--- src/rtl/min_disp_drv.sv ---
// Minute display driver: converts a 6-bit binary minute to two BCD digits by
// repeated subtraction and scans them onto a 2-digit multiplexed 7-segment display.
module min_disp_drv #(
    parameter int SCAN_DIV   = 4,
    parameter bit BLANK_LEAD = 1'b0
) (
    input  logic       inclk,
    input  logic       rst,
    input  logic [5:0] min_in,
    output logic [6:0] seg,
    output logic [1:0] an,
    output logic       busy,
    output logic       err
);
    localparam int               CNT_W     = $clog2(SCAN_DIV);
    localparam logic [CNT_W-1:0] SCAN_LAST = CNT_W'(SCAN_DIV - 1);

    localparam logic [0:0] IDLE = 1'b0;
    localparam logic [0:0] CONV = 1'b1;

    localparam logic [6:0] SEG_DASH = 7'b1000000;
    localparam logic [6:0] SEG_ZERO = 7'b0111111;

    logic [0:0]       state;
    logic [5:0]       last_val;
    logic [5:0]       work;
    logic [2:0]       tens_acc;
    logic [2:0]       tens_r;
    logic [3:0]       ones_r;
    logic [CNT_W-1:0] scan_cnt;
    logic             digit_sel;
    logic [3:0]       cur_digit;
    logic [6:0]       seg_nxt;

    function automatic logic [6:0] seg_glyph(input logic [3:0] d);
        case (d)
            4'd0:    seg_glyph = 7'h3F;
            4'd1:    seg_glyph = 7'h06;
            4'd2:    seg_glyph = 7'h5B;
            4'd3:    seg_glyph = 7'h4F;
            4'd4:    seg_glyph = 7'h66;
            4'd5:    seg_glyph = 7'h6D;
            4'd6:    seg_glyph = 7'h7D;
            4'd7:    seg_glyph = 7'h07;
            4'd8:    seg_glyph = 7'h7F;
            4'd9:    seg_glyph = 7'h6F;
            default: seg_glyph = 7'h00;
        endcase
    endfunction

    // Conversion FSM: one subtraction of 10 per cycle, results committed on exit
    always_ff @(posedge inclk) begin
        if (rst) begin
            state    <= IDLE;
            last_val <= '0;
            work     <= '0;
            tens_acc <= '0;
            tens_r   <= '0;
            ones_r   <= '0;
            busy     <= 1'b0;
            err      <= 1'b0;
        end else begin
            case (state)
                IDLE: begin
                    if (min_in != last_val) begin
                        last_val <= min_in;
                        if (min_in > 6'd59) begin
                            err <= 1'b1;
                        end else begin
                            work     <= min_in;
                            tens_acc <= '0;
                            busy     <= 1'b1;
                            state    <= CONV;
                        end
                    end
                end
                default: begin
                    if (work >= 6'd10) begin
                        work     <= work - 6'd10;
                        tens_acc <= tens_acc + 3'd1;
                    end else begin
                        tens_r <= tens_acc;
                        ones_r <= work[3:0];
                        err    <= 1'b0;
                        busy   <= 1'b0;
                        state  <= IDLE;
                    end
                end
            endcase
        end
    end

    always_comb begin
        cur_digit = digit_sel ? {1'b0, tens_r} : ones_r;
        if (err)
            seg_nxt = SEG_DASH;
        else if (BLANK_LEAD && digit_sel && (tens_r == 3'd0))
            seg_nxt = 7'b0000000;
        else
            seg_nxt = seg_glyph(cur_digit);
    end

    // Scan and output register: outputs reflect the pre-edge selection, one cycle behind
    always_ff @(posedge inclk) begin
        if (rst) begin
            scan_cnt  <= '0;
            digit_sel <= 1'b0;
            an        <= 2'b01;
            seg       <= SEG_ZERO;
        end else begin
            if (scan_cnt == SCAN_LAST) begin
                scan_cnt  <= '0;
                digit_sel <= ~digit_sel;
            end else begin
                scan_cnt <= scan_cnt + 1'b1;
            end
            an  <= digit_sel ? 2'b10 : 2'b01;
            seg <= seg_nxt;
        end
    end

endmodule
--- config.mk ---
export PLATFORM = sky130hd
export DESIGN_NAME = min_disp_drv
export DESIGN_NICKNAME = d
export VERILOG_FILES = /design/src/rtl/min_disp_drv.sv
export SDC_FILE = /design/constraint.sdc
export NUM_CORES = 1
export LEC_CHECK = 0
export BUFFER_PORTS_ARGS = -buffer_cell sky130_fd_sc_hd__buf_2
export CAP_MARGIN = 10
export CORE_UTILIZATION = 54
export CTS_BUF_LIST = sky130_fd_sc_hd__clkbuf_8
export CTS_CLUSTER_SIZE = 24
export DETAILED_ROUTE_END_ITERATION = 12
export GPL_ROUTABILITY_DRIVEN = 0
export PLACE_DENSITY = 0.8
export SLEW_MARGIN = 20
export SYNTH_ARGS = -nofsm -noshare
export SYNTH_HDL_FRONTEND = slang
export SYNTH_SLANG_ARGS = --single-unit
export TNS_END_PERCENT = 30
--- constraint.sdc ---
create_clock -name inclk -period 1.71 [get_ports inclk]
set_input_delay 0 -clock inclk [delete_from_list [all_inputs] [get_ports inclk]]
set_output_delay 0 -clock inclk [all_outputs]
set_load 0.005 [all_outputs]
==> impl_metrics.yaml <==
run_status:
  status: "complete, but fails checks"
  violations: "DRC"
clocking:
  clock_latency_ns: 0.29
  clkSlewWorstSetupHoldPaths_ns: 0.07
  post_cts_buffers: 0
  cts-root-buf: "clkbuf_8"
  clock_sinks: 37
  numCtsBuffers: 5
  clockBufferDepth: 2
  htreeDepth: 2
  tritoncts: "done"
min_path:
  min_to: "last_val[2]"
  min_path_cells: 3
  worstHoldStart: "min_in[2]"
  worstHoldPathType: "input pin to register"
synthesis:
  synth.net_count: 205
  synth.distinct_cells: 33
  synth_area_leaders: "dfxtp_1 44%, mux2i_1 8.4%, nand2_1 6.5%"
  muxShareOfSynthArea_pct: 9.030
  ys_ff_latch: 37
  synth.most_common_cell: "dfxtp_1"
  synthXorXnorAreaFrac_pct: 3.657
  ys_warn_count: 0
  synth-seq-area-share_pct: 44.18
  synth_compound_area_share_pct: 16.79
  ys_top_cells_by_count: "37 x dfxtp_1, 29 x nand2_1, 20 x nor2_1"
  synth_top_cell_by_area: "dfxtp_1"
  synth_adder_area_share_pct: 5.970
  synth_edf_count: 0
  syn_inst: 189
  synthSimpleGateAreaFrac_pct: 16.72
  ys_async_sr_fraction_pct: 0
  yosys_most_used_dff: "dfxtp_1"
  synth_top_family_by_area: "compound AO/OA/AOI/OAI gates"
  netlist_area_um2: 1677
  syn_area_per_cell_um2: 8.871
  synth_top_area_share_pct: 44.18
setup_path:
  critPathArrivalTime_ns: 1.74
  slowest_stage: "dlygate4sd3_1"
  path_max_fanout: 9
  critPathKind: "input pin to register"
  end_kind: "register"
  slowest_delay_ns: 0.53
  r2r-end: "work[3]"
  reg2reg_depth: 5
  cp_cell_sequence: "dlygate4sd3_1 -> buf_2 -> xnor2_1 -> nand4_2 -> o211ai_4 -> a21oi_1 -> o2bb2ai_1"
  worstPathRequired_ns: 1.88
  rrSetupSlack_ns: 0.15
  worst_setup_path_start_kind: "input pin"
  reg2reg_from: "last_val[3]"
routing:
  drtIter0Drc: 68
  via_per_inst: 5.744
  drt_wl_total_um: 3358
  num_vias: 1413
  route.detailed.drc: 2
  wire_per_inst_um: 13.65
  dr.pass1.iters: 9
  drtAntennaViolNets: 0
floorplan:
  core_area_um2: 2853
  row_count: 19
  chipHeight_um: 57.72
  die_w_um: 57.72
  start_util_pct: 58.77
  die_area_um2: 3332
  ios: 19
timing:
  period_needed_ns: 1.565
  clock-skew-final_ns: 0.006766
  post-route-period-util_pct: 91.53
  finalSetupViolations: 0
  max_freq_ghz: 0.6389
  rsz0062_at_grt: "false"
  relSlewSlack_pct: 65.11
  slew_viol_final: 0
  worst_slack_ns: 0.1448
  setup_tns_ns: 0
  holdWs_ns: 0.01473
  worst_slew_pin_slew_ns: 0.5219
  finalHoldViolations: 0
power:
  power.total_w: 0.002175
  swShare_pct: 27.12
  combPwrFrac_pct: 19.0
  p_per_area_nw_per_um2: 1114
  power_frac_seq_pct: 45.8
  p_switching_w: 0.0005899
  intPower_w: 0.001585
  cellLeakagePower_nw: 0.8722
  irDropWorstVdd_v: 0.0006264
  clkPwrFrac_pct: 35.2
grt:
  grt_pass1_wl_um: 5837
  grt.overflow.total: 0
  antenna_found_initial: 0
  grt_pass1_vias: 1360
  grt_max_degree: 19
  grt.total_usage_pct: 22.97
finish:
  n_antenna_cell: 0
  drive_gt1_share_pct: 16.74
  nNetsFinal: 230
  final_util_pct: 68.42
  area.growth.synth_to_final_pct: 16.42
place:
  hpwl_um: 2493
  dpl_worst_slack_ns: 0.1478
  placement.io_buffers: 18
run:
  max_cap_viol_count: 0
[critical path, delay by kind of cell]
family                 cells  cell delay [ns]
AO/OA/AOI/OAI              3             0.72
XOR/XNOR                   1             0.17
buffers and inverters      2             0.67
AND/OR/NAND/NOR            1             0.18
[through the flow]
step	area [um^2]	cells
2_1_floorplan	1677	189
3_3_place_gp	1812	236
3_5_place_dp	1812	236
4_1_cts	1948	246
5_1_grt	1952	246
6_report	1952	246
[sequential cells by signal (all words and copies together) (netlist names)]
register,cells
an,2
busy,1
digit_sel,1
err,1
last_val,6
ones_r,4
scan_cnt,2
seg,7
state,1
tens_acc,3
tens_r,3
work,6
[layout make-up]
cell class                      instances  area (um^2)
Clock buffer                            6        82.58
Multi-Input combinational cell        137        878.3
Sequential cell                        37        740.7
Clock inverter                          2        33.78
Tap cell                               31        38.79
Timing Repair Buffer                   25        147.6
Fill cell                             216        900.9
Inverter                                8        30.03
[cell usage in the layout (no fill, tap or decap), drive strengths merged]
| cell | Yosys | layout |
|---|---|---|
| a21o | 4 | 4 |
| a21oi | 14 | 14 |
| a2111oi | 1 | 1 |
| clkbuf | 3 | 6 |
| nand4 | 3 | 3 |
| a221o | 1 | 1 |
| o211ai | 1 | 1 |
| dlygate4sd3 | 0 | 2 |
| dfxtp | 37 | 37 |
| and2 | 1 | 1 |
| o31ai | 3 | 3 |
| clkinv | 1 | 1 |
| nor3 | 3 | 3 |
| a211o | 1 | 1 |
| mux2 | 1 | 1 |
| nor2b | 1 | 1 |
| a22oi | 1 | 1 |
| nor3b | 1 | 1 |
| nand2b | 1 | 1 |
| bufinv | 0 | 1 |
| nand2 | 29 | 29 |
| mux2i | 14 | 14 |
| ha | 8 | 8 |
| o21ai | 10 | 10 |
| a31oi | 2 | 2 |
| buf | 4 | 23 |
| nor2 | 20 | 20 |
| nand3 | 6 | 6 |
| xnor2 | 7 | 7 |
| o2bb2ai | 4 | 4 |
| inv | 7 | 8 |
[how the worst max path moves through the flow]
stage,end,slack (ns),from
after floorplan,seg[3],0.07,digit_sel
after global placement,seg[3],0.24,digit_sel
after detailed placement,seg[2],0.15,digit_sel
after CTS,seg[2],0.13,digit_sel
after global routing,seg[1],0.02,digit_sel
final,work[3],0.14,min_in[1]
[logic make-up (layout without fill, tap and decap cells)]
family          count (synthesis)  count (layout)
compound gates                 42              42
xor+xnor                        7               7
fa+ha+maj                       8               8
buf+inv                        15              41
flops                          37              37
mux                            15              15
simple gates                   65              65
[power by group through the flow]
stage	logic [W]	clock network [W]	registers, W
2_1_floorplan	0.000307	0	0.000998
3_3_place_gp	0.000385	0	0.00101
3_5_place_dp	0.000404	0	0.00101
4_1_cts	0.000410	0.000774	0.000995
5_1_grt	0.000459	0.000814	0.00100
6_report	0.000413	0.000765	0.000997
[routing by layer]
metal | track usage (%) | wire [um] | vias to the layer above
met1 | 26.66 | 1478 | 652
met4 | 9.864 | 54 | 0
met2 | 39.53 | 1634 | 48
met3 | 6.696 | 190 | 8
li1 | - | - | 705
met5 | 0 | 0 | -
[timing repair]
action | in CTS | in global routing
hold endpoints to repair | 3 | 0
hold buffers | 2 | 0
endpoints found under the setup margin | 0 | 6
gates resized for setup | 0 | 1
(Power assumes the default switching activity.)
